<file path="config.mk">
export PLATFORM = sky130hd
export DESIGN_NAME = nibble_serial_adder
export DESIGN_NICKNAME = d
export VERILOG_FILES = /design/src/rtl/nibble_serial_adder_pkg.sv /design/src/rtl/nibble_serial_adder_csa.sv /design/src/rtl/nibble_serial_adder.sv
export SDC_FILE = /design/constraint.sdc
export NUM_CORES = 1
export LEC_CHECK = 0
export BUFFER_PORTS_ARGS = -buffer_cell sky130_fd_sc_hd__buf_2
export CORE_ASPECT_RATIO = 1.75
export CORE_MARGIN = 2
export CORE_UTILIZATION = 30
export CTS_CLUSTER_SIZE = 10
export DETAILED_ROUTE_END_ITERATION = 7
export SETUP_SLACK_MARGIN = 0.1
export SYNTH_ARGS = -nofsm -noshare
export SYNTH_HDL_FRONTEND = slang
export SYNTH_SLANG_ARGS = --single-unit
</file>
<file path="constraint.sdc">
create_clock -name clk -period 9.5 [get_ports clk]
set_clock_uncertainty 0.15 [all_clocks]
set_input_delay 1.9 -clock clk [delete_from_list [all_inputs] [get_ports clk]]
set_output_delay 1.9 -clock clk [all_outputs]
set_load 0.02 [all_outputs]
</file>
<file path="src/rtl/nibble_serial_adder_pkg.sv">
// nibble_serial_adder_pkg: shared types and constants for the nibble-serial adder.
// Contents: FSM state enum, slice width, index width helper.
package nibble_serial_adder_pkg;

    typedef enum logic [1:0] {IDLE, RUN, DONE} state_t;

    localparam int NIBBLE_W = 4;

    // Width of the nibble index counter; never narrower than one bit.
    function automatic int idx_w(input int nibbles);
        return (nibbles <= 1) ? 1 : $clog2(nibbles);
    endfunction

endpackage

</file>
<file path="src/rtl/nibble_serial_adder_csa.sv">
// nibble_csa_slice: 4-bit carry-select adder slice.
// Ports: a, b    - nibble operands
//        cin     - carry-in selecting between the two precomputed chains
//        sum     - nibble sum
//        cout    - nibble carry-out
module nibble_csa_slice
    import nibble_serial_adder_pkg::*;
(
    input  logic [NIBBLE_W-1:0] a,
    input  logic [NIBBLE_W-1:0] b,
    input  logic                cin,
    output logic [NIBBLE_W-1:0] sum,
    output logic                cout
);

    logic [NIBBLE_W:0]   c0, c1;
    logic [NIBBLE_W-1:0] s0, s1;

    // Both ripple chains run in parallel; cin only drives the final mux.
    always_comb begin
        c0 = '0;
        c1 = '0;
        s0 = '0;
        s1 = '0;
        c1[0] = 1'b1;
        for (int i = 0; i < NIBBLE_W; i++) begin
            s0[i]   = a[i] ^ b[i] ^ c0[i];
            c0[i+1] = (a[i] & b[i]) | (c0[i] & (a[i] ^ b[i]));
            s1[i]   = a[i] ^ b[i] ^ c1[i];
            c1[i+1] = (a[i] & b[i]) | (c1[i] & (a[i] ^ b[i]));
        end
    end

    assign sum  = cin ? s1 : s0;
    assign cout = cin ? c1[NIBBLE_W] : c0[NIBBLE_W];

endmodule

</file>
<file path="src/rtl/nibble_serial_adder.sv">
// nibble_serial_adder: multi-cycle add/subtract, one 4-bit slice per cycle, LS nibble first.
// Ports: clk, reset_n            - clock, synchronous active-low reset
//        in_valid/in_ready       - operand handshake (a, b, cin, op_sub)
//        out_valid/out_ready     - result handshake (sum, cout, overflow)
module nibble_serial_adder
    import nibble_serial_adder_pkg::*;
#(
    parameter int WIDTH = 16
) (
    input  logic             clk,
    input  logic             reset_n,
    input  logic             in_valid,
    output logic             in_ready,
    input  logic [WIDTH-1:0] a,
    input  logic [WIDTH-1:0] b,
    input  logic             cin,
    input  logic             op_sub,
    output logic             out_valid,
    input  logic             out_ready,
    output logic [WIDTH-1:0] sum,
    output logic             cout,
    output logic             overflow
);

    localparam int NIBBLES = WIDTH / NIBBLE_W;
    localparam int IDX_W   = idx_w(NIBBLES);
    localparam logic [IDX_W-1:0] LAST = IDX_W'(NIBBLES - 1);

    state_t             state_q, state_d;
    logic [IDX_W-1:0]   idx_q, idx_d;
    logic               carry_q, carry_d;
    logic [WIDTH-1:0]   a_q, a_d, b_q, b_d, sum_q, sum_d;
    logic               cout_q, cout_d, ovf_q, ovf_d;
    logic [NIBBLE_W-1:0] sl_sum;
    logic               sl_cout;
    logic               last;

    assign last = (idx_q == LAST);

    nibble_csa_slice u_slice (
        .a   (a_q[idx_q*NIBBLE_W +: NIBBLE_W]),
        .b   (b_q[idx_q*NIBBLE_W +: NIBBLE_W]),
        .cin (carry_q),
        .sum (sl_sum),
        .cout(sl_cout)
    );

    always_ff @(posedge clk) begin
        if (!reset_n) begin
            state_q <= IDLE;
            idx_q   <= '0;
            carry_q <= 1'b0;
            a_q     <= '0;
            b_q     <= '0;
            sum_q   <= '0;
            cout_q  <= 1'b0;
            ovf_q   <= 1'b0;
        end else begin
            state_q <= state_d;
            idx_q   <= idx_d;
            carry_q <= carry_d;
            a_q     <= a_d;
            b_q     <= b_d;
            sum_q   <= sum_d;
            cout_q  <= cout_d;
            ovf_q   <= ovf_d;
        end
    end

    always_comb begin
        state_d = state_q;
        unique case (state_q)
            IDLE:    state_d = in_valid ? RUN : IDLE;
            RUN:     state_d = last ? DONE : RUN;
            DONE:    state_d = out_ready ? IDLE : DONE;
            default: state_d = IDLE;
        endcase
    end

    // Subtraction is A + ~B + 1: invert B at capture and seed the carry.
    always_comb begin
        idx_d   = idx_q;
        carry_d = carry_q;
        a_d     = a_q;
        b_d     = b_q;
        sum_d   = sum_q;
        cout_d  = cout_q;
        ovf_d   = ovf_q;
        if (state_q == IDLE && in_valid) begin
            a_d     = a;
            b_d     = op_sub ? ~b : b;
            carry_d = op_sub | cin;
            idx_d   = '0;
            sum_d   = '0;
        end else if (state_q == RUN) begin
            sum_d[idx_q*NIBBLE_W +: NIBBLE_W] = sl_sum;
            carry_d = sl_cout;
            idx_d   = last ? '0 : idx_q + 1'b1;
            if (last) begin
                cout_d = sl_cout;
                ovf_d  = (a_q[WIDTH-1] == b_q[WIDTH-1]) & (sl_sum[NIBBLE_W-1] != a_q[WIDTH-1]);
            end
        end
    end

    assign in_ready  = reset_n & (state_q == IDLE);
    assign out_valid = (state_q == DONE);
    assign sum       = sum_q;
    assign cout      = cout_q;
    assign overflow  = ovf_q;

endmodule
</file>
**Word-level counts from Yosys, hierarchy flattened**

Index checks and enable logic that the tools add are counted.

- Latch bits: 0
- Output and inout port bits: 20
- Memory bits (read-only): 0
- Bits in registers: 55
- Memories: 0
- Memory bits (writable): 0

- Reductions and logical operators: 5
- Bitwise logic cells: 34
- Divide/modulo/power cells: 0
- Mux-type cells: 11
- Multiply operators: 0
- $lt $le $gt $ge: 0
- Equality and inequality tests: 5
- Shift operators: 4
- $add $sub $neg: 2

Operators with widths:

| kind | count |
|---|---|
| 4-bit negation with 34-bit output | 1 |
| 4-bit by 34-bit variable shift with 16-bit output (first input constant) | 1 |
| 4-bit by 34-bit indexed part select with 16-bit output | 1 |
| 16-bit by 5-bit indexed part select with 4-bit output | 2 |
| 16-bit bitwise mux | 1 |
| 16-bit two-way mux | 1 |
| 16-bit inverter | 1 |
| 1-bit bitwise AND | 12 |
| 1-bit XOR | 10 |
| 1-bit bitwise OR | 8 |
| 2-bit two-way mux | 3 |
| 2-bit one-hot mux with 3 select lines | 1 |
| 2-bit equality test (second input constant) | 2 |
| 1-bit two-way mux | 4 |
| 4-bit two-way mux | 1 |
| 1-bit inverter | 3 |
| 3-bit AND reduction | 1 |
| 2-bit by 1-bit adder with 2-bit output (second input constant) | 1 |
| 2-bit by 1-bit equality test with 1-bit output (second input constant) | 1 |
| 2-bit zero test | 1 |
| 2-bit nonzero test | 1 |
| 2-bit OR reduction | 1 |
| 1-bit equality test | 1 |
| 1-bit logical AND | 1 |
| 1-bit != test | 1 |

**Depth between registers and ports, before layout**

- Depth after elaboration: 12
- Mapped depth: 14
- Gate-level depth less buffers: 12

**Hierarchy**

From an unflattened synthesis, not the netlist that was laid out.

- Cell total of the unflattened synthesis: 287
- Area, all modules: 2,687.6 um^2

Modules (own cells, without submodules):

| module | area an instance (um^2) | cells each | times used | seq. area each (um^2) |
|---|---|---|---|---|
| nibble_serial_adder | 2,543.7 | 268 | 1 | 1,101.1 |
| nibble_csa_slice | 143.9 | 19 | 1 | 0.0 |

**Least setup slack after synthesis**

Ideal clock, no wire load.

- Kind: input port to output port
- From: input port reset_n
- To: output port in_ready
- Data required time: 7.450 ns
- Cell stages on the path: 2
- Slack: 5.209 ns
- Arrival: 2.241 ns
- Cells stage by stage: nand2b_1 > nor2_1

- Longest elaborated chain between the ends: 1

Ends and longest elaborated chain:

| item | RTL line | source |
|---|---|---|
| from (decl) | nibble_serial_adder.sv:11 | `input logic reset_n,` |
| 1-bit bitwise AND | nibble_serial_adder.sv:106 | `assign in_ready = reset_n & (state_q == IDLE);` |
| to (decl) | nibble_serial_adder.sv:13 | `output logic in_ready,` |

Every way passes these cells.

**Worst setup path after layout**

Same ends and word-level chain as after synthesis.

==> metrics.txt <==
crit share post-route=51.3%; Die ar.=0.00977 mm²; Fillers=924; detail-routed net length per standard cell=13.5 µm; # diodes=0; CTS tree=yes; largest net degree at the start of global routing=49; global-route wire length before repair=9720 µm; initial antenna violation count=0; GP Congestion=0.736; Root Buffer=clkbuf_16; CP delay by family, top=buffers and inverters; Post-CTS Setup Bufs=0; slew margin rel.=25.7%; initial DRC count=116; DRC viols=0; Leakage=1.40 nW; CTS clk-pin slew, worst paths=0.06 ns; most common cell in the netlist=dfxtp_1; HP Class=reg -> reg; floorplan core area=0.00867 mm²; Worst setup EP type=primary output; CP most frequent cell=buf_2; peak supply drop=0.0000693 V; top cells by area, synth=dfxtp_1 41%, nand2_1 7.1%, mux4_2 6.7%; final setup TNS=0 ns; drt first pass iters=4; hold slack=0.302 ns; Via Count=2033; Synthesized Nets=318; Buf+Inv Stages, Crit Path=2; Worst Path Max Fanout=41; Hold Fails Final Rpt=0; EDFF count, synth=0; top_reg_cell synth=dfxtp_1; worst skew pair latency=0.29 ns; Rows=45; dpl ws=4.57 ns; drt total wl=5800 µm; Clock Sinks=55; Tot GR Track Use=13.0%; CP Cell Sequence=buf_2, nand2b_1, nor2_1, buf_2; clock buffer depth=2; Area growth, synth to finish=16.8%; Die Y=129 µm; ys async rst share=0%; io pins=58; top post-synthesis cells by count=55 x dfxtp_1, 51 x nand2_1, 18 x a21boi_1, 18 x nor2_1; post-cts resize count=0; CP arrival=2.83 ns; layout cells sized above 1=24.7%; Final Setup Violations=0; # hold bufs at CTS=0; Worst Path Required=7.45 ns; RSZ-0062 raised after global routing=false; FMAX=205 MHz; htree depth=2; Crit-path slowest cell=buf_2; # Max-Cap Violations=0; initial core utilization=31.0%; CP Launch Type=input pin; status=finished, final reports clean; IO buf count=57; total CTS buffers=5; Synth top area share=40.9%; fin. max-slew vios=0; residual overflow from global routing=0; Synth area leader=dfxtp_1; Yosys Warn Count=0; Worst-Margin Slew=1.11 ns; Vias/cell=4.74; Period minus WS final=4.88 ns; post-synthesis sequential area ratio=40.9%; Setup CP Type=in -> out; Post-Synthesis Cells=269; Routed Antenna Nets=0; Netlist Area Pre-Place=0.00269 mm²; crit-path max cell delay=0.49 ns; Final Core Density=36.2%; hpwl dp=4290 µm; DIE WIDTH=75.6 µm; Final nets=362; Distinct cells, synth=37; vias in the first global route=2028; final worst slack=4.62 ns; P per Cell Area=158 mW/mm²; post-synthesis register bit count=55; Syn Area/Cell=10.0 µm²
## cell type report
| cell class | count | area [µm²] | area share (%) |
|---|---|---|---|
| multi-input cells | 186 | 1450 | 46.0 |
| flip-flops and latches | 55 | 1100 | 35.1 |
| repair buffers | 58 | 293 | 9.32 |
| well taps | 117 | 146 | 4.66 |
| clock buffers | 6 | 129 | 4.10 |
| inverters | 7 | 26.3 | 0.837 |
## registers in the layout, indices dropped and copies added (netlist names)
signal,flops
a_q,16
b_q,16
sum,16
idx_q,2
state_q,2
carry_q,1
cout,1
overflow,1
## layout by cell type, fill, tap and decap left out, types with 4 or more instances in the layout
master     synthesis  final
ha_1               8      8
nor2_1            18     18
buf_2             11     57
clkbuf_16          0      5
a22oi_1            4      4
mux4_2             8      8
xnor2_1           16     16
inv_1              7      7
nand2_1           51     51
dfxtp_1           55     55
a21boi_1          18     18
o211a_1           16     16
nand3b_1           5      5
a32oi_1            8      8
## metal layers
layer | GRT usage [%] | vias up | wire [µm]
met5 | 0 | - | 0
met1 | 14.9 | 946 | 2370
met3 | 2.41 | 8 | 267
met4 | 5.26 | 0 | 118
li1 | - | 1025 | -
met2 | 22.9 | 54 | 3050
## tightest hold or removal path, cell delays in order, from the launching register on
cell	delay [ns]
dfxtp_1	0.31
nand2_1	0.05
a21boi_1	0.05
## per-stage QoR
stage,std cells,power (mW),cell area [µm²]
finish,429,0.497,3140
global route,429,0.522,3140
CTS,429,0.503,3140
detailed placement,423,0.332,3010
global placement,423,0.331,3010
floorplan,269,0.311,2690
## final timing paths
check	cells past startpoint	slack (ns)	end	from
max	4	4.62	in_ready	reset_n
min	2	0.30	a_q[11]	a_q[11]
max reg2reg	10	5.59	overflow	idx_q[0]
min reg2reg	2	0.30	a_q[11]	a_q[11]
## logic make-up (layout without fill, tap and decap cells)
logic type | Yosys count | after routing | synth area share, %
AO/OA/AOI/OAI | 56 | 56 | 17.5
flip-flops | 55 | 55 | 40.9
multiplexers | 11 | 11 | 7.82
adder cells (fa/ha/maj) | 11 | 11 | 5.96
XOR/XNOR | 17 | 17 | 5.54
AND/OR/NAND/NOR | 91 | 91 | 16.7
buffers and inverters | 28 | 71 | 5.54
## report_power, final
part           internal [mW]  switching, mW
Sequential             0.242        0.00950
Combinational         0.0354         0.0383
Clock                 0.0950         0.0765
Note: power is estimated with default switching activity, not from simulation.
